--- src/rtl/i2cm_p2s_shift_ctl_if.sv ---
// Load/shift/status bundle for i2cm_p2s_shift_ctl.
// master = upstream controller and strobe source; slave = the shifter.
interface i2cm_p2s_shift_ctl_if #(
  parameter int DATA_W = 8,
  parameter int CNT_W  = $clog2(DATA_W + 1)
);
  logic              i_load_vld;
  logic              o_load_rdy;
  logic [DATA_W-1:0] i_data_par;
  logic              i_shift_en;
  logic              i_abort;
  logic              o_data_ser;
  logic              o_busy;
  logic [CNT_W-1:0]  o_bit_cnt;
  logic              o_last_bit;
  logic              o_done;

  modport master (
    output i_load_vld, i_data_par, i_shift_en, i_abort,
    input  o_load_rdy, o_data_ser, o_busy, o_bit_cnt, o_last_bit, o_done
  );

  modport slave (
    input  i_load_vld, i_data_par, i_shift_en, i_abort,
    output o_load_rdy, o_data_ser, o_busy, o_bit_cnt, o_last_bit, o_done
  );
endinterface

--- src/rtl/i2cm_p2s_shift_ctl.sv ---
// Parallel-to-serial SDA shifter with bit counter, valid/ready load and abort.
// Define I2CM_P2S_PREFETCH_EN to add a one-word prefetch buffer for gapless back-to-back words.
module i2cm_p2s_shift_ctl #(
  parameter int DATA_W    = 8,
  parameter bit MSB_FIRST = 1'b1,
  parameter int CNT_W     = $clog2(DATA_W + 1)
) (
  input  logic                   clk,
  input  logic                   rst,
  i2cm_p2s_shift_ctl_if.slave    bus
);

  typedef enum logic {ST_IDLE, ST_SHIFT} state_e;

  localparam int               OUT_IDX  = MSB_FIRST ? DATA_W - 1 : 0;
  localparam logic [CNT_W-1:0] LAST_CNT = CNT_W'(DATA_W - 1);

  state_e            state_q, state_d;
  logic [DATA_W-1:0] shift_q, shift_d, shift_adv;
  logic [CNT_W-1:0]  cnt_q, cnt_d;
  logic              load_rdy, accept, last_bit, done;

`ifdef I2CM_P2S_PREFETCH_EN
  logic [DATA_W-1:0] buf_q, buf_d;
  logic              buf_vld_q, buf_vld_d;
  assign load_rdy = ~buf_vld_q;
`else
  assign load_rdy = (state_q == ST_IDLE);
`endif

  assign accept   = bus.i_load_vld & load_rdy;
  assign last_bit = (state_q == ST_SHIFT) && (cnt_q == LAST_CNT);
  // Vacated positions fill with 1 so the line idles released once the word is out.
  assign shift_adv = MSB_FIRST ? {shift_q[DATA_W-2:0], 1'b1}
                               : {1'b1, shift_q[DATA_W-1:1]};

  always_comb begin
    // NOTE: every combinational output gets a default first so no path infers a latch.
    state_d = state_q;
    shift_d = shift_q;
    cnt_d   = cnt_q;
    done    = 1'b0;
`ifdef I2CM_P2S_PREFETCH_EN
    buf_d     = buf_q;
    buf_vld_d = buf_vld_q;
`endif
    if (bus.i_abort) begin
      state_d = ST_IDLE;
      shift_d = '1;
      cnt_d   = '0;
`ifdef I2CM_P2S_PREFETCH_EN
      buf_vld_d = 1'b0;
`endif
    end else begin
      unique case (state_q)
        ST_IDLE: begin
          if (accept) begin
            state_d = ST_SHIFT;
            shift_d = bus.i_data_par;
            cnt_d   = '0;
          end
        end
        ST_SHIFT: begin
          if (bus.i_shift_en && last_bit) begin
            done    = 1'b1;
            state_d = ST_IDLE;
            shift_d = '1;
            cnt_d   = '0;
`ifdef I2CM_P2S_PREFETCH_EN
            if (buf_vld_q) begin
              state_d   = ST_SHIFT;
              shift_d   = buf_q;
              buf_vld_d = 1'b0;
            end else if (accept) begin
              state_d = ST_SHIFT;
              shift_d = bus.i_data_par;
            end
`endif
          end else begin
            if (bus.i_shift_en) begin
              shift_d = shift_adv;
              cnt_d   = cnt_q + CNT_W'(1);
            end
`ifdef I2CM_P2S_PREFETCH_EN
            if (accept) begin
              buf_d     = bus.i_data_par;
              buf_vld_d = 1'b1;
            end
`endif
          end
        end
        default: state_d = ST_IDLE;
      endcase
    end
  end

  // NOTE: sequential state uses non-blocking assignments so all flops update from pre-edge values.
  always_ff @(posedge clk) begin
    if (rst) begin
      state_q <= ST_IDLE;
      shift_q <= '1;
      cnt_q   <= '0;
    end else begin
      state_q <= state_d;
      shift_q <= shift_d;
      cnt_q   <= cnt_d;
    end
  end

`ifdef I2CM_P2S_PREFETCH_EN
  always_ff @(posedge clk) begin
    if (rst) buf_vld_q <= 1'b0;
    else     buf_vld_q <= buf_vld_d;
  end

  // NOTE: buffer data is not reset; buf_vld_q alone decides whether it is ever used.
  always_ff @(posedge clk) buf_q <= buf_d;
`endif

  assign bus.o_load_rdy = load_rdy;
  assign bus.o_data_ser = shift_q[OUT_IDX];
  assign bus.o_busy     = (state_q == ST_SHIFT);
  assign bus.o_bit_cnt  = cnt_q;
  assign bus.o_last_bit = last_bit;
  assign bus.o_done     = done;

endmodule
--- src/flat_wrapper.sv ---
// flat-port wrapper written by rule: the top's interface ports become plain ports
module i2cm_p2s_shift_ctl_flat 
#(
  parameter int DATA_W    = 8,
  parameter bit MSB_FIRST = 1'b1,
  parameter int CNT_W     = $clog2(DATA_W + 1)
)
  (clk, rst, bus_i_load_vld, bus_i_data_par, bus_i_shift_en, bus_i_abort, bus_o_load_rdy, bus_o_data_ser, bus_o_busy, bus_o_bit_cnt, bus_o_last_bit, bus_o_done);
  i2cm_p2s_shift_ctl_if #(.DATA_W(DATA_W), .CNT_W(CNT_W)) bus_i ();
  input  logic clk;
  input  logic rst;
  input wire logic [$bits(bus_i.i_load_vld)-1:0] bus_i_load_vld;
  input wire logic [$bits(bus_i.i_data_par)-1:0] bus_i_data_par;
  input wire logic [$bits(bus_i.i_shift_en)-1:0] bus_i_shift_en;
  input wire logic [$bits(bus_i.i_abort)-1:0] bus_i_abort;
  output wire logic [$bits(bus_i.o_load_rdy)-1:0] bus_o_load_rdy;
  output wire logic [$bits(bus_i.o_data_ser)-1:0] bus_o_data_ser;
  output wire logic [$bits(bus_i.o_busy)-1:0] bus_o_busy;
  output wire logic [$bits(bus_i.o_bit_cnt)-1:0] bus_o_bit_cnt;
  output wire logic [$bits(bus_i.o_last_bit)-1:0] bus_o_last_bit;
  output wire logic [$bits(bus_i.o_done)-1:0] bus_o_done;
  assign bus_i.i_load_vld = bus_i_load_vld;
  assign bus_i.i_data_par = bus_i_data_par;
  assign bus_i.i_shift_en = bus_i_shift_en;
  assign bus_i.i_abort = bus_i_abort;
  assign bus_o_load_rdy = bus_i.o_load_rdy;
  assign bus_o_data_ser = bus_i.o_data_ser;
  assign bus_o_busy = bus_i.o_busy;
  assign bus_o_bit_cnt = bus_i.o_bit_cnt;
  assign bus_o_last_bit = bus_i.o_last_bit;
  assign bus_o_done = bus_i.o_done;
  i2cm_p2s_shift_ctl #(.DATA_W(DATA_W), .MSB_FIRST(MSB_FIRST), .CNT_W(CNT_W)) u_core (.clk(clk), .rst(rst), .bus(bus_i));
endmodule
--- config.mk ---
export PLATFORM = sky130hd
export DESIGN_NAME = i2cm_p2s_shift_ctl_flat
export DESIGN_NICKNAME = d
export VERILOG_FILES = /design/src/rtl/i2cm_p2s_shift_ctl_if.sv /design/src/rtl/i2cm_p2s_shift_ctl.sv /design/src/flat_wrapper.sv
export SDC_FILE = /design/constraint.sdc
export NUM_CORES = 1
export LEC_CHECK = 0
export ABC_AREA = 1
export CAP_MARGIN = 25
export CORE_MARGIN = 2
export CORE_UTILIZATION = 45
export DETAILED_ROUTE_END_ITERATION = 12
export PLACE_DENSITY = 0.77
export SLEW_MARGIN = 20
export SYNTH_ARGS = -nofsm -noshare
export SYNTH_HDL_FRONTEND = slang
export SYNTH_SLANG_ARGS = --single-unit
--- constraint.sdc ---
create_clock -name clk -period 1.57 [get_ports clk]
set_input_delay 0.3925 -clock clk [delete_from_list [all_inputs] [get_ports clk]]
set_output_delay 0.3925 -clock clk [all_outputs]
set_load 0.005 [all_outputs]
==> results.md <==
- Root Buffer: clkbuf_4
- Total gr overflow: 0
- Kind of end point of the critical path: output pin
- Slew Viols, Final: 0
- Fin worst setup slack: -0.00366 ns
- Vias/cell: 4.57
- Tot Pwr: 0.693 mW
- CTS tree: done
- Layout area overhead: 46.1%
- H-tree depth: 1
- DRC viols: 0
- Post-Syn Area per Cell: 6.60 µm²
- Worst skew pair latency: 0.27 ns
- Port Buffers: 21
- Vias in the first global route: 649
- Max Root-Sink Buffers: 2
- Final core utilization: 71.5%
- Initial core utilization: 48.9%
- Hold crit path type: flip-flop to flip-flop
- Flop2flop setup slack: 0.36 ns
- Clk sinks: 13
- Most frequent cells in the layout: nand2_1, nor2_1, inv_1
- Minimum clock period: 1.57 ns
- Netlist cell types: 19
- Cells after Synth: 113
- Post-synth design cell area: 746 µm²
- TNS Setup: -0.00366 ns
- Post-DP HPWL: 1.18 mm
- CP peak stage delay: 0.36 ns
- Failing checks: setup timing
- RSZ-0062 raised after global routing: true
- Total Die Area: 2000 µm²
- Worst Path Arrival: 1.18 ns
- Relative slew slack: 88.2%
- Site Rows: 14
- Cell Count Post-Placement: 158
- Global-route wire length before repair: 2.63 mm
- Yosys top cell area share: 34.9%
- Ant. Diodes: 0
- Largest net degree at the start of global routing: 13
- Crit-path max FO: 2
- Vias post-DR: 750
- CP Cell Sequence: ha_4 > nand2_4 > nor2_4 > nand2_4 > nor2_1 > buf_2
- Total clock buffers created by CTS: 3
- Wire length per cell: 9.72 µm
- Worst-margin pin slew: 0.177 ns
- Crit path kind: flip-flop to output pin
- Leakage power: 0.588 nW
- Antenna Nets Post-Route: 0
- Drt pass-1 iters: 4
- Register area share after synthesis: 34.9%
- Post-CTS Hold Buffers: 0
- I/O pins: 22
- Outcome: finished with violations
- Core box area: 1520 µm²
- Max Cap Viol: 0
- Initial antenna violation count: 0
- Post-Layout Cell Count: 164
- Final hold vios: 0
- FMAX: 0.635 GHz
- Dpl ws: -0.540 ns
- Clk slew on worst S/H paths: 0.08 ns
- Top post-synthesis cells by area: dfxtp_1, nand2_1, nor2_1, inv_1, nand2_4
- Yosys top cell by area: dfxtp_1
- Total GRT Usage: 17.3%
- Final WL: 1.59 mm
- DRC marker count from the first detailed-route iteration: 10
- Layout cells sized above 1: 25.0%
- #FFs+latches synth: 13
- Post-Syn Nets: 127
- Synth Warn #: 0
- Crit path launch type: flip-flop
- Setup Viol. Count Final: 1
- Most common cell after layout, fill and taps aside: nand2_1
- Most Frequent Cell on Critical Path: nand2_4
- Final period util: 100%
- Data required, critical path: 1.18 ns
- PD cells: 636 nW/µm²
- RePlAce Congestion: 0.760
- Slowest CP cell: dfxtp_2
- Skew final: 0.00475 ns
- Die height: 44.7 µm
- Nets: 163
- Chip Width: 44.7 µm
- Maximum VDD drop: 580 µV
==> critical path, delay by kind of cell (launching register included) <==
family,cells,cell delay (ns)
fa+ha+maj,1,0.15
buf+inv,1,0.11
simple gates,4,0.29
flops,1,0.36
==> final timing paths <==
kind	from	to	cells past startpoint
setup reg to reg	u_core.bus.o_busy$_SDFF_PP0_	u_core.bus.o_bit_cnt[2]$_SDFFE_PP0P_	8
hold reg to reg	u_core.shift_q[0]$_SDFFE_PP1P_	u_core.shift_q[0]$_SDFFE_PP1P_	2
hold / removal	u_core.shift_q[0]$_SDFFE_PP1P_	u_core.shift_q[0]$_SDFFE_PP1P_	2
setup / recovery	u_core.bus.o_bit_cnt[0]$_SDFFE_PP0P_	bus_o_done	6
==> cells by family (layout without fill, tap and decap cells) <==
kind of cell	count (synthesis)	after routing	synth area share (%)
AOI/OAI and AO/OA	12	12	9.40
and+or+nand+nor	63	63	39.4
DFF	13	13	34.9
adders and majority gates	1	1	1.68
buffers and inverters	24	59	14.6
==> repair_timing <==
item                                    4_1_cts  5_1_grt
endpoints found under the setup margin        8        3
buffers inserted                              1        1
resized for setup                            24        2
pin swaps                                     1        1
gates cloned                                  0        0
==> metal layers <==
layer | GRT usage, % | up-vias | wire length [µm]
met2 | 31.6 | 19 | 784
met4 | 1.82 | 0 | 0
met3 | 2.80 | 0 | 97
li1 | - | 408 | -
met1 | 21.9 | 323 | 711
met5 | 0 | - | 0
==> registers in the layout (all words and copies together), names as in the netlist <==
register,flops
u_core.bus.o_bit_cnt,4
u_core.shift_q,8
u_core.bus.o_busy,1
==> power by group <==
group | leakage (nW) | switching, mW | internal, mW
registers | 0.109 | 0.00572 | 0.342
clock network | 0.0150 | 0.105 | 0.0981
logic | 0.464 | 0.0688 | 0.0746
total | 0.588 | 0.179 | 0.514
==> cells in the mapped netlist, drive strengths merged <==
library cell	instances
a21boi	1
a21oi	1
buf	3
dfxtp	13
ha	1
inv	21
nand2	31
nand3	8
nand3b	1
nor2	22
nor3	1
o21ai	10
==> through the flow <==
step	instance area (µm²)	hold WS, ns
global route	1090	0.479
detailed placement	1030	0.435
CTS	1080	0.456
global placement	1030	0.430
floorplan	746	0.420
finish	1090	0.453
==> cell type report <==
type | count | area [µm²]
tap | 16 | 20.0
fill | 131 | 434
sequential | 13 | 269
inverter | 21 | 78.8
timing repair buffer | 34 | 294
clock buffer | 4 | 26.3
multi-input combinational | 76 | 402
No activity file was read; power rests on OpenSTA's default activity.
